File: config.mk
export PLATFORM = sky130hd
export DESIGN_NAME = uart_tx_fifo_sched
export DESIGN_NICKNAME = d
export VERILOG_FILES = /design/src/rtl/uart_pkg.sv /design/src/rtl/uart_gap_timer.sv /design/src/rtl/uart_tx_fifo_sched.sv
export SDC_FILE = /design/constraint.sdc
export NUM_CORES = 1
export LEC_CHECK = 0
export CAP_MARGIN = 20
export CORE_MARGIN = 5
export CORE_UTILIZATION = 46
export CTS_BUF_LIST = sky130_fd_sc_hd__clkbuf_8
export CTS_CLUSTER_SIZE = 10
export DETAILED_ROUTE_END_ITERATION = 12
export PLACE_DENSITY_LB_ADDON = 0.08
export SYNTH_ARGS = -nofsm -noshare
export SYNTH_HDL_FRONTEND = slang
export SYNTH_SLANG_ARGS = --single-unit
File: constraint.sdc
create_clock -name clk -period 2.3 [get_ports clk]
set_clock_uncertainty 0.05 [all_clocks]
set_input_delay 0.345 -clock clk [delete_from_list [all_inputs] [get_ports clk]]
set_output_delay 0.345 -clock clk [all_outputs]
set_load 0.005 [all_outputs]
File: src/rtl/uart_pkg.sv
// uart_pkg: shared types and constants for the UART TX FIFO scheduler.
//   state_t     - scheduler states (3-bit encoding)
//   DEF_D_BITS  - default byte width
//   GAP_W       - width of the inter-byte gap counter
package uart_pkg;

    localparam int DEF_D_BITS = 8;
    localparam int GAP_W      = 8;

    typedef enum logic [2:0] {
        IDLE = 3'd0,
        RD   = 3'd1,
        CAP  = 3'd2,
        SEND = 3'd3,
        GAP  = 3'd4
    } state_t;

endpackage

File: src/rtl/uart_gap_timer.sv
// uart_gap_timer: loadable down-counter that paces the idle gap after each
// transmitter launch.
// Ports:
//   clk, reset  - clock, asynchronous active-high reset
//   load        - capture load_val into the counter
//   load_val    - number of extra idle cycles
//   en          - counting enabled (scheduler is in its GAP state)
//   done        - high in the last enabled cycle (counter reached zero)
module uart_gap_timer
    import uart_pkg::*;
#(
    parameter int W = GAP_W
) (
    input  logic         clk,
    input  logic         reset,
    input  logic         load,
    input  logic [W-1:0] load_val,
    input  logic         en,
    output logic         done
);

    logic [W-1:0] count;

    always_ff @(posedge clk or posedge reset) begin
        if (reset) begin
            count <= '0;
        end else if (load) begin
            count <= load_val;
        end else if (en && (count != '0)) begin
            count <= count - W'(1);
        end
    end

    // A load of N gives N+1 enabled cycles before done, so the gap is never
    // shorter than one cycle.
    assign done = en && (count == '0);

endmodule

File: src/rtl/uart_tx_fifo_sched.sv
// uart_tx_fifo_sched: owns both ports of the UART TX data FIFO. Host bytes are
// written through a valid/ready handshake; queued bytes are read one at a time
// and launched into the transmitter. Read and write strobes are never asserted
// in the same cycle (read wins).
// Optional build macro: UART_TX_CTS_EN adds a cts input (2-flop synchronised)
// that must be high before a new byte is read from the FIFO.
// Ports:
//   clk, reset              - clock, asynchronous active-high reset
//   host_data/valid/ready   - host byte handshake
//   fifo_din, fifo_wr_en    - FIFO write port
//   fifo_rd_en, fifo_dout   - FIFO read port (dout registered, valid next cycle)
//   fifo_full, fifo_empty   - FIFO status flags
//   tx_data, tx_start       - launch request to the transmitter
//   tx_ready                - transmitter idle, launch accepted with tx_start
//   cts                     - clear-to-send (only with UART_TX_CTS_EN)
//   tx_count                - bytes launched, wraps modulo 2^CNT_BITS
module uart_tx_fifo_sched
    import uart_pkg::*;
#(
    parameter int D_BITS     = DEF_D_BITS,
    parameter int GAP_CYCLES = 0,
    parameter int CNT_BITS   = 16
) (
    input  logic                clk,
    input  logic                reset,
    input  logic [D_BITS-1:0]   host_data,
    input  logic                host_valid,
    output logic                host_ready,
    output logic [D_BITS-1:0]   fifo_din,
    output logic                fifo_wr_en,
    output logic                fifo_rd_en,
    input  logic [D_BITS-1:0]   fifo_dout,
    input  logic                fifo_full,
    input  logic                fifo_empty,
    output logic [D_BITS-1:0]   tx_data,
    output logic                tx_start,
    input  logic                tx_ready,
`ifdef UART_TX_CTS_EN
    input  logic                cts,
`endif
    output logic [CNT_BITS-1:0] tx_count
);

    localparam logic [GAP_W-1:0] GAP_LOAD = GAP_W'(GAP_CYCLES);

    state_t state;
    state_t next_state;
    logic   cap_en;
    logic   cnt_inc;
    logic   gap_load;
    logic   gap_en;
    logic   gap_done;
    logic   cts_ok;

`ifdef UART_TX_CTS_EN
    logic cts_s1;
    logic cts_s2;

    always_ff @(posedge clk or posedge reset) begin
        if (reset) begin
            cts_s1 <= 1'b0;
            cts_s2 <= 1'b0;
        end else begin
            cts_s1 <= cts;
            cts_s2 <= cts_s1;
        end
    end

    assign cts_ok = cts_s2;
`else
    assign cts_ok = 1'b1;
`endif

    // Write path. Blocking the host during RD keeps the FIFO from seeing
    // both strobes at once; it would favour the write and drop our read.
    assign host_ready = !fifo_full && (state != RD) && !reset;
    assign fifo_wr_en = host_valid && host_ready;
    assign fifo_din   = host_data;

    always_ff @(posedge clk or posedge reset) begin
        if (reset) begin
            state <= IDLE;
        end else begin
            state <= next_state;
        end
    end

    always_comb begin
        next_state = state;
        fifo_rd_en = 1'b0;
        tx_start   = 1'b0;
        cap_en     = 1'b0;
        cnt_inc    = 1'b0;
        gap_load   = 1'b0;
        gap_en     = 1'b0;
        case (state)
            IDLE: begin
                if (!fifo_empty && tx_ready && cts_ok) begin
                    next_state = RD;
                end
            end
            RD: begin
                fifo_rd_en = 1'b1;
                next_state = CAP;
            end
            CAP: begin
                // fifo_dout becomes valid the cycle after the read strobe.
                cap_en     = 1'b1;
                next_state = SEND;
            end
            SEND: begin
                tx_start = 1'b1;
                if (tx_ready) begin
                    cnt_inc    = 1'b1;
                    gap_load   = 1'b1;
                    next_state = GAP;
                end
            end
            GAP: begin
                gap_en = 1'b1;
                if (gap_done) begin
                    next_state = IDLE;
                end
            end
            default: begin
                next_state = IDLE;
            end
        endcase
    end

    always_ff @(posedge clk or posedge reset) begin
        if (reset) begin
            tx_data <= '0;
        end else if (cap_en) begin
            tx_data <= fifo_dout;
        end
    end

    always_ff @(posedge clk or posedge reset) begin
        if (reset) begin
            tx_count <= '0;
        end else if (cnt_inc) begin
            tx_count <= tx_count + CNT_BITS'(1);
        end
    end

    uart_gap_timer #(
        .W (GAP_W)
    ) u_gap_timer (
        .clk      (clk),
        .reset    (reset),
        .load     (gap_load),
        .load_val (GAP_LOAD),
        .en       (gap_en),
        .done     (gap_done)
    );

endmodule

==> results.yml, run 1 <==
floorplan:
  die_w_um: 70.35
  die_area_um2: 4949
  die_h_um: 70.35
  core_um2: 3606
  initial_core_util_pct: 46.46
  floorplan.rows: 22
  ios: 58
detailed_routing:
  viasPerCell: 5.179
  first_pass_iters: 4
  drc: 0
  drtAntennaViolNets: 0
  vias: 1212
  wl_um: 3337
  drt-initial-drc-count: 30
  wire_per_inst_um: 14.26
sta:
  fin_setup_tns_ns: 0
  period_share_pct: 94.09
  slew_viol_final: 0
  fmax_mhz: 462.1
  rsz0062_at_grt: "false"
  worstMarginPinSlew_ns: 0.5896
  period_needed_ns: 2.164
  finalSetupViolCount: 0
  hold_ws_ns: 0.4286
  hold_viol: 0
  slew_headroom_pct: 60.52
run:
  maxCapViolCount: 0
logic_synthesis:
  syn-instance-count: 146
  syn_area_per_cell_um2: 11.48
  ys_ff_latch: 35
  ys_seq_area_share_pct: 52.28
  synth.net_count: 171
  syn_area_um2: 1675
  yosysWarnings: 0
  synth.distinct_cells: 37
critical_path:
  path_depth: 4
  rrSetupSlack_ns: 0.50
  path_buf_inv: 1
  cp.required_ns: 1.90
  cp_max_fo: 8
  crit_chain: "nor3b_2, nor3_2, and2_1, clkdlybuf4s50_1"
  crit_family: "simple AND/OR/NAND/NOR gates"
  worst_path_max_delay_cell: "dfrtp_2"
  start_kind: "flip-flop"
  crit_path_end_kind: "output port"
  critPathMaxStageDelay_ns: 0.49
  cp.arrival_ns: 1.77
  rr_startpoint: "u_gap_timer.count[0]"
  crit_end: "fifo_wr_en"
  critPathLaunch: "state[0]"
  reg2reg_depth: 6
  r2r-end: "u_gap_timer.count[4]"
  criticalPathCategory: "reg2out"
cells_and_area:
  synthToLayoutAreaGrowth_pct: 30.77
  final_nets: 210
  final_cell_mix: "clkdlybuf4s50_1, dfrtp_1, nand2_1"
  drive_gt1_share_pct: 15.59
  fin_util_pct: 60.76
  diodes: 0
  mostFrequentLayoutCell: "clkdlybuf4s50_1"
clock_network:
  cts_tree: "done"
  htree_num_levels: 2
  numCtsBuffers: 5
  cts_root_buf: "clkbuf_8"
  clock_sinks: 35
  clock_latency_ns: 0.29
  cts_setup_buffers: 0
  clock_path_buffers: 2
  hold_buffers: 0
  clkTransAtPathRegs_ns: 0.07
power:
  ir_drop_v: 0.0005687
  p_per_area_nw_per_um2: 1124
  fin_total_pwr_w: 0.002462
  leakage_nw: 0.9657
placement:
  gp_congestion: 0.7800
  hpwl_um: 2513
  port_buffers: 41
global_route:
  antenna_found_initial: 0
  grtUsageTotal_pct: 14.09
  grt_pass1_vias: 1257
  grt_pass1_wl_um: 5609
  grt_max_degree: 36
  overflow: 0
run_status:
  outcome: "finished, final reports clean"
hold_path:
  min_delay_path_depth: 1
  hp-class: "reg2reg"
-- sequential cells by signal (all words and copies together), names as in the netlist --
| signal | flops |
|---|---|
| state | 3 |
| tx_count | 16 |
| tx_data | 8 |
| u_gap_timer.count | 8 |
-- power breakdown --
part,switching (W),internal (W),leakage [nW]
logic,0.000390,0.000587,0.464
registers,0.000223,0.000813,0.457
clock network,0.000233,0.000216,0.0443
-- metal layers --
layer | wire length, um | GRT usage (%) | vias to the layer above | part of all wire, %
met2 | 1675 | 23.28 | 36 | 50
li1 | - | - | 572 | -
met4 | 22 | 3.191 | 0 | 0.66
met3 | 204 | 6.475 | 3 | 6.1
met1 | 1434 | 16.70 | 601 | 43
met5 | 0 | 0 | - | 0
-- area by class of cell --
type	instances	area, um2
fillers	311	1415
flip-flops and latches	35	877.1
multi-input cells	96	719.4
repair buffers	43	425.4
clock buffers	5	68.82
well taps	48	60.06
clock inverters	3	25.02
inverters	4	15.01
-- cells by family after synthesis --
logic type	synth area share, %
muxes	7.170
buffers and inverters	5.377
and+or+nand+nor	20.54
adders and majority gates	2.241
DFF	52.28
xor gates and xnor gates	8.887
AOI/OAI and AO/OA	3.510
-- through the flow --
step	setup WS [ns]	std cells	cell area, um2
2_1_floorplan	0.6125	146	1675
3_3_place_gp	0.3023	226	2086
3_5_place_dp	0.2060	226	2086
4_1_cts	0.03819	234	2181
5_1_grt	0.03217	234	2191
6_report	0.1359	234	2191
-- worst min path at each step --
stage | startpoint | to | slack [ns]
floorplan | tx_ready | state[0] | 0.39
global placement | tx_count[12] | tx_count[12] | 0.43
detailed placement | tx_count[15] | tx_count[15] | 0.41
CTS | tx_count[15] | tx_count[15] | 0.43
global route | tx_count[6] | tx_count[6] | 0.46
finish | tx_count[15] | tx_count[15] | 0.43
-- synth_stat cells --
| master | n | area [um2] |
|---|---|---|
| dfrtp_1 | 35 | 875.8 |
| nand2_1 | 12 | 45.04 |
| xnor2_1 | 10 | 87.58 |
| buf_4 | 8 | 60.06 |
| mux2_2 | 8 | 90.09 |
| nor2_1 | 8 | 30.03 |
| nand3_1 | 7 | 35.03 |
| xor2_1 | 7 | 61.31 |
| inv_1 | 4 | 15.01 |
| nand4_1 | 4 | 25.02 |
| nor3_1 | 4 | 20.02 |
| buf_2 | 3 | 15.01 |
| ha_1 | 3 | 37.54 |
| mux2i_1 | 3 | 30.03 |
| o21ai_0 | 3 | 15.01 |
| a21oi_1 | 2 | 10.01 |
| and2_1 | 2 | 12.51 |
| and3_1 | 2 | 12.51 |
| and4_1 | 2 | 17.52 |
| nor3_2 | 2 | 20.02 |
| a211oi_1 | 1 | 7.510 |
| a31oi_1 | 1 | 6.260 |
| and3b_1 | 1 | 8.760 |
| nand4b_1 | 1 | 8.760 |
| nand4b_4 | 1 | 23.77 |
| nor2b_1 | 1 | 6.260 |
| nor3b_1 | 1 | 7.510 |
| nor3b_2 | 1 | 12.51 |
| nor3b_4 | 1 | 18.77 |
| nor4_1 | 1 | 6.260 |
| o211ai_1 | 1 | 7.510 |
| o21ai_1 | 1 | 5.000 |
| o21bai_1 | 1 | 7.510 |
| or2_2 | 1 | 6.260 |
| or3b_2 | 1 | 8.760 |
| or4_1 | 1 | 7.510 |
| or4_4 | 1 | 11.26 |
-- what timing repair did --
action                                  in CTS  in global routing
endpoints found under the setup margin       1                  1
pin swaps                                    0                  0
hold endpoints to repair                     0                  0
resized for setup                            1                  2
(Power assumes the default switching activity.)
==> run 2, diff against run 1 <==
--- a/config.mk
+++ b/config.mk
@@ -7,11 +7,13 @@
 export LEC_CHECK = 0
 export CAP_MARGIN = 20
 export CORE_MARGIN = 5
-export CORE_UTILIZATION = 46
+export CORE_UTILIZATION = 48
 export CTS_BUF_LIST = sky130_fd_sc_hd__clkbuf_8
 export CTS_CLUSTER_SIZE = 10
 export DETAILED_ROUTE_END_ITERATION = 12
-export PLACE_DENSITY_LB_ADDON = 0.08
+export PLACE_DENSITY = 0.83
+export SLEW_MARGIN = 30
 export SYNTH_ARGS = -nofsm -noshare
 export SYNTH_HDL_FRONTEND = slang
+export SYNTH_HIERARCHICAL = 1
 export SYNTH_SLANG_ARGS = --single-unit
==> results.yml, run 2 <==
clock_network:
  clock_latency_ns: 0.28
  cts_tree: "done"
  clock_path_buffers: 2
  cts_root_buf: "clkbuf_8"
  clock_sinks: 35
  htree_num_levels: 2
  numCtsBuffers: 5
  cts_setup_buffers: 0
  clkTransAtPathRegs_ns: 0.07
cells_and_area:
  final_cell_mix: "clkdlybuf4s50_1, dfrtp_1, nand2_1"
  synthToLayoutAreaGrowth_pct: 32.45
  fin_util_pct: 65.28
  mostFrequentLayoutCell: "clkdlybuf4s50_1"
  top_regs: "tx_count (16), tx_data (8), u_gap_timer/count (8)"
  largest_reg_flops: 16
  fillerInstances: 278
  top_register: "tx_count"
  diodes: 0
  drive_gt1_share_pct: 14.41
  final_nets: 245
placement:
  gp_congestion: 0.7209
  hpwl_um: 2710
  pre_cts_ws_ns: 0.1511
  port_buffers: 41
critical_path:
  cp.arrival_ns: 1.79
  criticalPathCategory: "reg2out"
  rrSetupSlack_ns: 0.24
  critPathMaxStageDelay_ns: 0.51
  crit_path_end_kind: "output port"
  cp_max_fo: 6
  worst_path_max_delay_cell: "clkdlybuf4s50_1"
  start_kind: "flip-flop"
  path_buf_inv: 2
  crit_chain: "buf_4, nor3b_2, nor3_2, and2_1, clkdlybuf4s50_1"
  cp.required_ns: 1.90
  crit_family: "buffers and inverters"
sta:
  slew_headroom_pct: 57.84
  finalSetupViolCount: 0
  period_needed_ns: 2.185
  worst_slack_ns: 0.1153
  fmax_mhz: 457.7
  rsz0062_at_grt: "false"
  slew_viol_final: 0
  fin_setup_tns_ns: 0
  hold_ws_ns: 0.3389
  hold_viol: 0
  period_share_pct: 94.99
  worstMarginPinSlew_ns: 0.6296
global_route:
  antenna_found_initial: 0
  grt_max_degree: 28
  grt_pass1_vias: 1315
  grtUsageTotal_pct: 14.94
  overflow: 0
  grt_pass1_wl_um: 6016
floorplan:
  die_area_um2: 5085
  floorplan.rows: 22
  die_w_um: 71.31
  core_um2: 3661
  die_h_um: 71.31
  ios: 58
  initial_core_util_pct: 49.28
logic_synthesis:
  yosys-top-cells-area: "dfrtp_1, xnor2_1, mux2_2"
  syn_area_per_cell_um2: 10.37
  synth_edf_count: 0
  yosysWarnings: 6
  synth.distinct_cells: 44
  ys_seq_area_share_pct: 48.54
  syn-instance-count: 174
  synth_commonest_cells: "dfrtp_1, nand2_1, nor2_1, inv_1, xnor2_1"
  ys_ff_latch: 35
  syn_area_um2: 1804
  synthMostInstantiatedCell: "dfrtp_1"
  yosys.area.top_type: "dfrtp_1"
  async_reset_ff_share_pct: 100.0
  synthFlopType: "dfrtp_1"
  synth_top_area_share_pct: 48.54
detailed_routing:
  wire_per_inst_um: 12.86
  drc: 0
  wl_um: 3471
  first_pass_iters: 4
  vias: 1370
  viasPerCell: 5.074
  drtAntennaViolNets: 0
  drt-initial-drc-count: 74
power:
  p_seq_share_pct: 40.2
  clkPwrFrac_pct: 22.5
  switching_share_pct: 31.21
  ir_drop_v: 0.0004647
  p_int_w: 0.001718
  p_comb_share_pct: 37.3
  leakage_nw: 1.028
  p_per_area_nw_per_um2: 1045
  p_switching_w: 0.0007793
run_status:
  outcome: "finished, final reports clean"
hold_path:
  hp-class: "in2async"
run:
  maxCapViolCount: 0
==> run 2: cell type report <==
class | instances | area, um2 | area share (%)
Multi-Input combinational cell | 121 | 839.6 | 35.13
Clock buffer | 6 | 82.58 | 3.456
Clock inverter | 2 | 35.03 | 1.466
Inverter | 11 | 41.29 | 1.728
Tap cell | 48 | 60.06 | 2.513
Timing Repair Buffer | 47 | 455.4 | 19.06
Sequential cell | 35 | 875.8 | 36.65
==> run 2: logic make-up after synthesis <==
group                      count (synthesis)  synth area share [%]
and+or+nand+nor                           66                 21.64
DFF                                       35                 48.54
buffers and inverters                     25                 6.935
AOI/OAI and AO/OA                         22                 9.016
xor gates and xnor gates                  15                 7.281
muxes                                      8                 4.993
adders and majority gates                  2                 1.387
other                                      1                0.2078
==> run 2: layer usage <==
metal | GRT usage, % | up-vias | routed length [um]
li1 | - | 694 | -
met3 | 4.909 | 6 | 215
met1 | 18.17 | 636 | 1507
met4 | 7.098 | 0 | 78
met2 | 23.88 | 34 | 1670
met5 | 0 | - | 0
==> run 2: power by group through the flow <==
stage | clock (W) | combinational, W | sequential [W]
finish | 0.000561 | 0.000931 | 0.00100
global route | 0.000604 | 0.00103 | 0.00104
CTS | 0.000578 | 0.000943 | 0.00100
detailed placement | 0 | 0.000940 | 0.00101
global placement | 0 | 0.000910 | 0.00101
floorplan | 0 | 0.000530 | 0.00100
==> run 2: path summary, 6_finish.rpt <==
kind / to / cells past startpoint / startpoint
worst min register to register: tx_count[15] / 1 / tx_count[15]
min in group clk: tx_count[15] / 1 / tx_count[15]
worst min-delay path: u_gap_timer/count[7] / 2 / reset
worst max-delay path: fifo_wr_en / 5 / state[0]
max in group asynchronous: tx_count[10] / 3 / reset
worst max register to register: u_gap_timer/count[7] / 6 / state[0]
==> run 2: timing repair <==
item                                    CTS  global route
hold buffers                              0             0
gates resized for setup                   0             2
endpoints found under the setup margin    0             1
==> run 2: stage by stage <==
| stage | std cells | instance area [um2] | total power (W) |
|---|---|---|---|
| floorplan | 181 | 1831 | 0.001532 |
| global placement | 262 | 2262 | 0.001916 |
| detailed placement | 262 | 2262 | 0.001953 |
| CTS | 270 | 2380 | 0.002525 |
| global route | 270 | 2390 | 0.002670 |
| finish | 270 | 2390 | 0.002497 |
